==> src/rtl/sclk_ctrl_pkg.sv <==
// Shared state encoding and default parameter values for the burst clock generator.
package sclk_ctrl_pkg;

  typedef enum logic [1:0] {
    ST_IDLE = 2'd0,
    ST_HIGH = 2'd1,
    ST_LOW  = 2'd2
  } sclk_state_e;

  localparam int unsigned SCLK_DEF_BITS_NUMBER  = 8;
  localparam int unsigned SCLK_DEF_CNT_BITS     = 8;
  localparam int unsigned SCLK_DEF_INIT_DIVIDER = 125;

endpackage

==> src/rtl/sclk_phase_counter.sv <==
// Loadable half-period down-counter; tc_o is high while the count sits at zero.
// A load of H-1 therefore yields a phase of exactly H cycles.
module sclk_phase_counter #(
  parameter int unsigned W = 8
) (
  input  logic         clk_i,
  input  logic         rst_n_i,
  input  logic         load_i,
  input  logic [W-1:0] load_val_i,
  input  logic         en_i,
  output logic         tc_o
);

  logic [W-1:0] cnt_q;
  logic [W-1:0] cnt_d;

  always_comb begin
    cnt_d = cnt_q;
    if (load_i) begin
      cnt_d = load_val_i;
    end else if (en_i && (cnt_q != '0)) begin
      cnt_d = cnt_q - 1'b1;
    end
  end

  always_ff @(posedge clk_i or negedge rst_n_i) begin
    if (!rst_n_i) begin
      cnt_q <= '0;
    end else begin
      cnt_q <= cnt_d;
    end
  end

  assign tc_o = (cnt_q == '0);

endmodule

==> src/rtl/sclk_burst_controller.sv <==
// Generates bursts of N periods of a divided clock (half-period H) on request.
// Optional continuous mode is enabled by defining SCLK_FREE_RUN_EN (adds the FreeRun input).
module sclk_burst_controller
  import sclk_ctrl_pkg::*;
#(
  parameter int unsigned BITS_NUMBER  = SCLK_DEF_BITS_NUMBER,
  parameter int unsigned CNT_BITS     = SCLK_DEF_CNT_BITS,
  parameter int unsigned INIT_DIVIDER = SCLK_DEF_INIT_DIVIDER
) (
  input  logic                   InputCLK,
  input  logic                   Rst,
  input  logic                   DivValid,
  output logic                   DivReady,
  input  logic [BITS_NUMBER-1:0] DivValue,
  input  logic                   BurstValid,
  output logic                   BurstReady,
  input  logic [CNT_BITS-1:0]    BurstLen,
`ifdef SCLK_FREE_RUN_EN
  input  logic                   FreeRun,
`endif
  output logic                   OutputCLK,
  output logic                   RiseStrobe,
  output logic                   FallStrobe,
  output logic                   Busy,
  output logic                   Done
);

  sclk_state_e          state_q, state_d;
  logic [BITS_NUMBER-1:0] half_q, half_d;
  logic [CNT_BITS-1:0]  remain_q, remain_d;
  logic clk_q, clk_d, rise_q, rise_d, fall_q, fall_d;
  logic busy_q, busy_d, done_q, done_d;
  logic dready_q, dready_d, bready_q, bready_d;
  logic div_fire, burst_fire;
  logic ph_load, ph_en, ph_tc;
`ifdef SCLK_FREE_RUN_EN
  logic free_q, free_d;
`endif

  // A divider update wins over a simultaneous burst request so the burst sees the new H.
  assign div_fire   = DivValid & dready_q;
  assign burst_fire = BurstValid & bready_q & ~div_fire;

  always_comb begin
    state_d  = state_q;
    half_d   = half_q;
    remain_d = remain_q;
    clk_d    = clk_q;
    rise_d   = 1'b0;
    fall_d   = 1'b0;
    busy_d   = busy_q;
    done_d   = 1'b0;
    ph_load  = 1'b0;
    ph_en    = 1'b0;
`ifdef SCLK_FREE_RUN_EN
    free_d   = free_q;
`endif
    unique case (state_q)
      ST_IDLE: begin
        if (div_fire) begin
          half_d = (DivValue == '0) ? BITS_NUMBER'(1) : DivValue;
        end else if (burst_fire) begin
          if (BurstLen == '0) begin
            done_d = 1'b1;
          end else begin
            state_d  = ST_HIGH;
            clk_d    = 1'b1;
            rise_d   = 1'b1;
            busy_d   = 1'b1;
            remain_d = BurstLen;
            ph_load  = 1'b1;
          end
`ifdef SCLK_FREE_RUN_EN
        end else if (FreeRun && dready_q) begin
          state_d = ST_HIGH;
          clk_d   = 1'b1;
          rise_d  = 1'b1;
          busy_d  = 1'b1;
          free_d  = 1'b1;
          ph_load = 1'b1;
`endif
        end
      end
      ST_HIGH: begin
        ph_en = 1'b1;
        if (ph_tc) begin
          state_d = ST_LOW;
          clk_d   = 1'b0;
          fall_d  = 1'b1;
          ph_load = 1'b1;
        end
      end
      ST_LOW: begin
        ph_en = 1'b1;
        if (ph_tc) begin
`ifdef SCLK_FREE_RUN_EN
          if (free_q) begin
            if (FreeRun) begin
              state_d = ST_HIGH;
              clk_d   = 1'b1;
              rise_d  = 1'b1;
              ph_load = 1'b1;
            end else begin
              state_d = ST_IDLE;
              busy_d  = 1'b0;
              free_d  = 1'b0;
            end
          end else
`endif
          begin
            remain_d = remain_q - 1'b1;
            if (remain_q == CNT_BITS'(1)) begin
              state_d = ST_IDLE;
              busy_d  = 1'b0;
              done_d  = 1'b1;
            end else begin
              state_d = ST_HIGH;
              clk_d   = 1'b1;
              rise_d  = 1'b1;
              ph_load = 1'b1;
            end
          end
        end
      end
      default: state_d = ST_IDLE;
    endcase
    // Ready is withheld during the Done cycle and for one cycle after a divider update.
    dready_d = (state_d == ST_IDLE) && !done_d;
    bready_d = dready_d && !div_fire;
  end

  always_ff @(posedge InputCLK or negedge Rst) begin
    if (!Rst) begin
      state_q  <= ST_IDLE;
      half_q   <= BITS_NUMBER'(INIT_DIVIDER);
      remain_q <= '0;
      clk_q    <= 1'b0;
      rise_q   <= 1'b0;
      fall_q   <= 1'b0;
      busy_q   <= 1'b0;
      done_q   <= 1'b0;
      dready_q <= 1'b0;
      bready_q <= 1'b0;
`ifdef SCLK_FREE_RUN_EN
      free_q   <= 1'b0;
`endif
    end else begin
      state_q  <= state_d;
      half_q   <= half_d;
      remain_q <= remain_d;
      clk_q    <= clk_d;
      rise_q   <= rise_d;
      fall_q   <= fall_d;
      busy_q   <= busy_d;
      done_q   <= done_d;
      dready_q <= dready_d;
      bready_q <= bready_d;
`ifdef SCLK_FREE_RUN_EN
      free_q   <= free_d;
`endif
    end
  end

  sclk_phase_counter #(
    .W(BITS_NUMBER)
  ) u_phase (
    .clk_i      (InputCLK),
    .rst_n_i    (Rst),
    .load_i     (ph_load),
    .load_val_i (half_q - 1'b1),
    .en_i       (ph_en),
    .tc_o       (ph_tc)
  );

  assign OutputCLK  = clk_q;
  assign RiseStrobe = rise_q;
  assign FallStrobe = fall_q;
  assign Busy       = busy_q;
  assign Done       = done_q;
  assign DivReady   = dready_q;
  assign BurstReady = bready_q;

endmodule

==> config.mk <==
export PLATFORM = sky130hd
export DESIGN_NAME = sclk_burst_controller
export DESIGN_NICKNAME = d
export VERILOG_FILES = /design/src/rtl/sclk_ctrl_pkg.sv /design/src/rtl/sclk_phase_counter.sv /design/src/rtl/sclk_burst_controller.sv
export SDC_FILE = /design/constraint.sdc
export NUM_CORES = 1
export LEC_CHECK = 0
export BUFFER_PORTS_ARGS = -buffer_cell sky130_fd_sc_hd__buf_2
export CORE_ASPECT_RATIO = 0.9
export CORE_MARGIN = 1
export CORE_UTILIZATION = 50
export CTS_BUF_LIST = sky130_fd_sc_hd__clkbuf_2
export DETAILED_ROUTE_END_ITERATION = 8
export MAX_ROUTING_LAYER = met4
export PLACE_DENSITY = 0.8
export SLEW_MARGIN = 20
export SYNTH_ARGS = -nofsm -noshare
export SYNTH_HDL_FRONTEND = slang
export SYNTH_SLANG_ARGS = --single-unit
==> constraint.sdc <==
create_clock -name InputCLK -period 2.91 [get_ports InputCLK]
set_clock_uncertainty 0.1 [all_clocks]
set_input_delay 0.582 -clock InputCLK [delete_from_list [all_inputs] [get_ports InputCLK]]
set_output_delay 0.582 -clock InputCLK [all_outputs]
set_load 0.01 [all_outputs]
==> results of run 1 <==
==> registers in the layout, indices dropped and copies added (netlist names), 2 cells and up <==
signal	cells
u_phase.cnt_q	8
remain_q	8
state_q	2
half_q	8
==> power by group through the flow <==
stage / logic [mW] / registers (mW) / clock network [mW]
after floorplan: 0.748 / 0.896 / 0
after global placement: 0.914 / 0.945 / 0
after detailed placement: 0.942 / 0.951 / 0
after CTS: 0.946 / 0.939 / 0.209
after global routing: 1.06 / 0.977 / 0.226
final: 0.942 / 0.940 / 0.199
==> cell families (layout without fill, tap and decap cells) <==
family | count (synthesis) | count (layout) | share of synthesized area
simple gates | 73 | 73 | 0.215
compound gates | 48 | 48 | 0.199
flops | 33 | 33 | 0.399
buf+inv | 16 | 54 | 0.0365
mux | 13 | 13 | 0.0665
xor+xnor | 10 | 10 | 0.0419
fa+ha+maj | 7 | 7 | 0.0419
==> path summary, 6_finish.rpt <==
| kind | startpoint | end | slack (ns) | cells past startpoint |
|---|---|---|---|---|
| max | state_q[1] | u_phase.cnt_q[4] | 0.21 | 13 |
| min | Rst | BurstReady | 0.14 | 1 |
| max reg2reg | state_q[1] | u_phase.cnt_q[4] | 0.21 | 13 |
| min reg2reg | half_q[0] | half_q[0] | 0.43 | 2 |
| max in group asynchronous | Rst | OutputCLK | 2.12 | 1 |
| min in group InputCLK | DivValid | BurstReady | 0.33 | 2 |
==> layout by cell type, fill, tap and decap left out, types with 3 or more instances in the layout <==
master,Yosys,routed
a21oi_1,15,15
nand3_1,8,8
mux2i_1,6,6
o21ai_0,3,3
clkbuf_2,0,5
nand2_1,12,12
nor2_1,20,20
dfrtp_1,27,27
a41oi_1,3,3
nor4_2,3,3
mux2_2,7,7
o22a_1,5,5
inv_1,10,10
xor2_1,5,5
dfstp_2,6,6
a31oi_1,3,3
xnor2_1,5,5
buf_4,0,10
buf_2,1,26
nor3_1,10,10
ha_1,7,7
==> layout make-up <==
cell class | count | area (µm²) | share of cell area
clock inverters | 3 | 12.5 | 0.00532
clock buffers | 5 | 25.0 | 0.0106
repair buffers | 36 | 205 | 0.0873
inverters | 10 | 37.5 | 0.0160
well taps | 46 | 57.6 | 0.0245
flip-flops and latches | 33 | 833 | 0.354
multi-input cells | 151 | 1180 | 0.502
==> per-layer routing <==
metal / track usage / vias up / routed length [µm]
met5: - / - / 0
met3: 0.0432 / 2 / 152
met1: 0.297 / 751 / 2100
li1: - / 816 / -
met4: 0.0600 / 0 / 21
met2: 0.300 / 34 / 1740
==> critical path, delay by kind of cell (launching register included) <==
kind | cells | cell delay, ns
compound gates | 3 | 0.45
xor+xnor | 1 | 0.14
fa+ha+maj | 2 | 0.39
buf+inv | 3 | 0.35
flops | 1 | 0.39
mux | 1 | 0.22
simple gates | 3 | 0.60
==> flow_metrics.tcl, run 1 <==
set metrics [dict create \
    root_buffer "clkbuf_2" \
    first_pass_iters 4 \
    cts_buffer_depth 2 \
    synth.distinct_cells 54 \
    netlist_area_um2 2090 \
    end_kind "flop" \
    nFillCells 337 \
    setup_ws_ns 0.210 \
    cp.required_ns 3.10 \
    finalWirelength_um 4020 \
    ys_top_cells_by_area "dfrtp_1, dfstp_2, ha_1" \
    setup_violations 0 \
    yosysMostFrequentCell "dfrtp_1" \
    whs_ns 0.138 \
    syn_avg_cell_area_um2 10.4 \
    start_util 0.541 \
    cts-buffers-inserted 5 \
    slew_viol_final 0 \
    clk_pin_slew_ns 0.16 \
    worst_path_largest_cell_delay_ns 0.39 \
    p_seq_frac 0.452 \
    yosys_warnings 0 \
    grt_pass1_wl_um 7110 \
    drc 0 \
    final.setup.tns_ns 0 \
    fin_nets 264 \
    max_slew.worst_pin.slew_ns 0.693 \
    crit_chain "inv_1 -> ha_1 -> buf_4 -> nor2_1 -> a21oi_1 -> a32oi_4 -> mux2i_1 -> ha_1 -> inv_1 -> or3_1 -> xnor2_1 -> nor2_1 -> a21oi_1" \
    synth.net_count 227 \
    preCtsSetupSlack_ns 0.0227 \
    crit_path_start_kind "flop" \
    grt_pass1_vias 1569 \
    dieHeight_um 63.3 \
    cts_setup_buffers 0 \
    post-route-period-util 0.928 \
    worstPathMaxFanout 5 \
    clkPwrFrac 0.096 \
    drive_gt1_frac 0.324 \
    synth_ff_type "dfrtp_1" \
    ys_async_sr_fraction 1.00 \
    route.vias.total 1603 \
    placedCellCount 275 \
    synth_edf_count 0 \
    wl_per_cell_um 14.2 \
    switchingPower_mw 0.874 \
    p_total_mw 2.08 \
    placed_area_um2 2310 \
    drt_iter0_drc 91 \
    hpwl_um 3080 \
    max_slew_margin 0.538 \
    rsz0062_at_grt "false" \
    finalNonFillerCells 284 \
    core_um2 3860 \
    combPwrFrac 0.452 \
    min_path_type "in2async" \
    hold_buffers 0 \
    place_congestion 0.838 \
    ys_seq_elements 33 \
    die-area_um2 4440 \
    via_per_inst 5.64 \
    grt_max_degree 34 \
    p_sw_frac 0.420 \
    hold_viol 0 \
    drv_cap 0 \
    synth_commonest_cells "dfrtp_1, nor2_1, a21oi_1" \
    io_buffers 26 \
    yosysTopAreaCellShare 0.323 \
    utilization 0.609 \
    cts_htree_levels 2 \
    ys_seq_area_frac 0.399 \
    grt-ovfl-total 0 \
    n_antenna_cell 0 \
    slowest_stage "dfrtp_1" \
    intPower_mw 1.21 \
    synthCells 200 \
    irDropWorstVdd_uv 568 \
    clk_latency_ns 0.36 \
    rows 21 \
    cts_tree "yes" \
    worstSetupPathType "reg2reg" \
    cts_resized 0 \
    cp_data_arrival_time_ns 2.89 \
    period_needed_ns 2.70 \
    outcome "finished, final reports clean" \
    final_area_um2 2350 \
    area_growth_pct 12.5 \
    ios 27 \
    die_x_um 70.1 \
    grtUsageTotal 0.208 \
    power_leakage_nw 0.968 \
    cts.sinks 33 \
    power.density_nw_per_um2 885 \
    yosysTopAreaCell "dfrtp_1" \
    fmax_ghz 0.370 \
    antenna_found_initial 0 \
    drtAntennaViolNets 0 \
]
Note: power is estimated with default switching activity, not from simulation.
==> inputs of run 2 (changes only) <==
--- a/config.mk
+++ b/config.mk
@@ -6,13 +6,13 @@
 export NUM_CORES = 1
 export LEC_CHECK = 0
 export BUFFER_PORTS_ARGS = -buffer_cell sky130_fd_sc_hd__buf_2
-export CORE_ASPECT_RATIO = 0.9
 export CORE_MARGIN = 1
 export CORE_UTILIZATION = 50
 export CTS_BUF_LIST = sky130_fd_sc_hd__clkbuf_2
 export DETAILED_ROUTE_END_ITERATION = 8
 export MAX_ROUTING_LAYER = met4
 export PLACE_DENSITY = 0.8
+export SKIP_CTS_REPAIR_TIMING = 1
 export SLEW_MARGIN = 20
 export SYNTH_ARGS = -nofsm -noshare
 export SYNTH_HDL_FRONTEND = slang
==> run 2 against run 1 <==
Effect of this change:
- fmax decreased by 2.4%
- power increased by 6.9%
- register-to-register slack got worse by 0.07 ns
- routed wire length increased by 5.5%
- via count increased by 1.2%
- setup slack got worse by 0.067 ns
- non-clock buffer count increased by 2
- critical path type unchanged
- worst hold slack got worse by 0.039 ns
- highest routed layer unchanged
==> flow_metrics.tcl, run 2 (same netlist as run 1, synthesis figures left out) <==
set metrics [dict create \
    outcome "finished, final reports clean" \
    switchingPower_mw 0.908 \
    p_seq_frac 0.414 \
    cts.sinks 33 \
    fin_nets 266 \
    rows 23 \
    via_per_inst 5.60 \
    drive_gt1_frac 0.350 \
    cts_buffer_depth 2 \
    core_um2 4000 \
    placedCellCount 281 \
    hold_viol 0 \
    antenna_found_initial 0 \
    drt_iter0_drc 125 \
    max_slew.worst_pin.slew_ns 0.733 \
    crit_end "u_phase.cnt_q[4]" \
    fmax_ghz 0.361 \
    start_util 0.522 \
    top_regs "half_q: 8 flops, remain_q: 8 flops, u_phase.cnt_q: 8 flops" \
    wl_met3_um 192 \
    slew_viol_final 0 \
    crit_family "simple AND/OR/NAND/NOR gates" \
    cts-buffers-inserted 5 \
    final_common_cell "dfrtp_1" \
    power.density_nw_per_um2 923 \
    worstPathMaxFanout 5 \
    p_sw_frac 0.408 \
    clk_latency_ns 0.40 \
    route.top_layer_used "met4" \
    grtUsageTotal 0.225 \
    crit_chain "inv_2 -> ha_2 -> buf_4 -> nor2_1 -> a21oi_1 -> a32oi_4 -> mux2i_1 -> ha_2 -> inv_1 -> or3_1 -> xnor2_1 -> nor2_1 -> a21oi_1" \
    setup_violations 0 \
    post-route-period-util 0.951 \
    end_kind "flop" \
    r2r_start "state_q[1]" \
    clk_pin_slew_ns 0.19 \
    route.vias.total 1623 \
    slowest_stage "dfrtp_1" \
    drv_cap 0 \
    cp_data_arrival_time_ns 2.99 \
    max_slew_margin 0.507 \
    die-area_um2 4440 \
    drc 0 \
    timing.reg2reg.setup_slack_ns 0.14 \
    min_path_type "in2async" \
    grt_max_degree 34 \
    reg2reg_depth 13 \
    first_pass_iters 6 \
    power_leakage_nw 0.983 \
    place_congestion 0.919 \
    hpwl_um 3190 \
    period_needed_ns 2.77 \
    root_buffer "clkbuf_2" \
    wl_met1_um 2010 \
    crit_cells 13 \
    cts_htree_levels 2 \
    worst_path_largest_cell_delay_ns 0.42 \
    intPower_mw 1.32 \
    irDropWorstVdd_uv 492 \
    grt_pass1_vias 1578 \
    finalNonFillerCells 290 \
    clkPwrFrac 0.138 \
    die_x_um 66.6 \
    combPwrFrac 0.448 \
    drtAntennaViolNets 0 \
    wl_per_cell_um 14.6 \
    n_antenna_cell 0 \
    final_cell_mix "dfrtp_1, buf_2, nor2_1, a21oi_1" \
    rr_endpoint "u_phase.cnt_q[4]" \
    ios 27 \
    area_growth_pct 15.4 \
    cts_tree "yes" \
    cp.required_ns 3.13 \
    grt-ovfl-total 0 \
    critical_path.startpoint "state_q[1]" \
    path_buf_inv 3 \
    grt_pass1_wl_um 7270 \
    crit_path_start_kind "flop" \
    dieHeight_um 66.6 \
    io_buffers 26 \
    finalWirelength_um 4240 \
    dr_wl_met2_um 1970 \
    final.setup.tns_ns 0 \
    worstSetupPathType "reg2reg" \
]
[run 2: per-layer routing]
layer  vias up  global-route usage
met5         -                   -
met4         0              0.0771
met3         8              0.0548
met2        41               0.346
met1       760               0.289
li1        814                   -
[run 2: how the worst min path moves through the flow]
| stage | end | slack, ns | cells after the start |
|---|---|---|---|
| final | remain_q[3] | 0.1 | 1 |
| after global routing | remain_q[6] | 0.14 | 1 |
| after CTS | remain_q[3] | 0.12 | 1 |
| after detailed placement | OutputCLK | 0.39 | 1 |
| after global placement | OutputCLK | 0.41 | 1 |
| after floorplan | BurstReady | 0.19 | 0 |
[run 2: stage by stage]
stage          cell area, µm²  hold WS [ns]  worst slack (ns)  power [mW]   util
2_1_floorplan            2090         0.186           0.00300        1.64      -
3_3_place_gp             2330         0.406            0.0411        1.87  0.581
3_5_place_dp             2330         0.394            -0.124        1.92  0.581
4_1_cts                  2390         0.119           0.00812        2.23  0.598
5_1_grt                  2410         0.138           -0.0109        2.40  0.603
6_report                 2410        0.0987             0.143        2.22  0.603
[run 2: area by class of cell]
type,instances,area [µm²]
multi-input cells,151,1190
well taps,50,62.6
inverters,10,37.5
flip-flops and latches,33,833
fillers,325,1590
clock inverters,3,41.3
repair buffers,38,220
clock buffers,5,25.0
[run 2: power by group through the flow]
| stage | Combinational [mW] | Sequential [mW] | Clock [mW] |
|---|---|---|---|
| finish | 0.996 | 0.922 | 0.307 |
| CTS | 0.996 | 0.915 | 0.315 |
| global route | 1.11 | 0.953 | 0.334 |
| floorplan | 0.748 | 0.896 | 0 |
| detailed placement | 0.991 | 0.927 | 0 |
| global placement | 0.951 | 0.923 | 0 |
[run 2: worst reg2reg max path, delay by kind of cell (launching register included)]
| family | cells | cell delay, ns |
|---|---|---|
| DFF | 1 | 0.42 |
| adders and majority gates | 2 | 0.42 |
| and+or+nand+nor | 3 | 0.57 |
| AOI/OAI and AO/OA | 3 | 0.48 |
| buffers and inverters | 3 | 0.32 |
| muxes | 1 | 0.26 |
| xor gates and xnor gates | 1 | 0.15 |
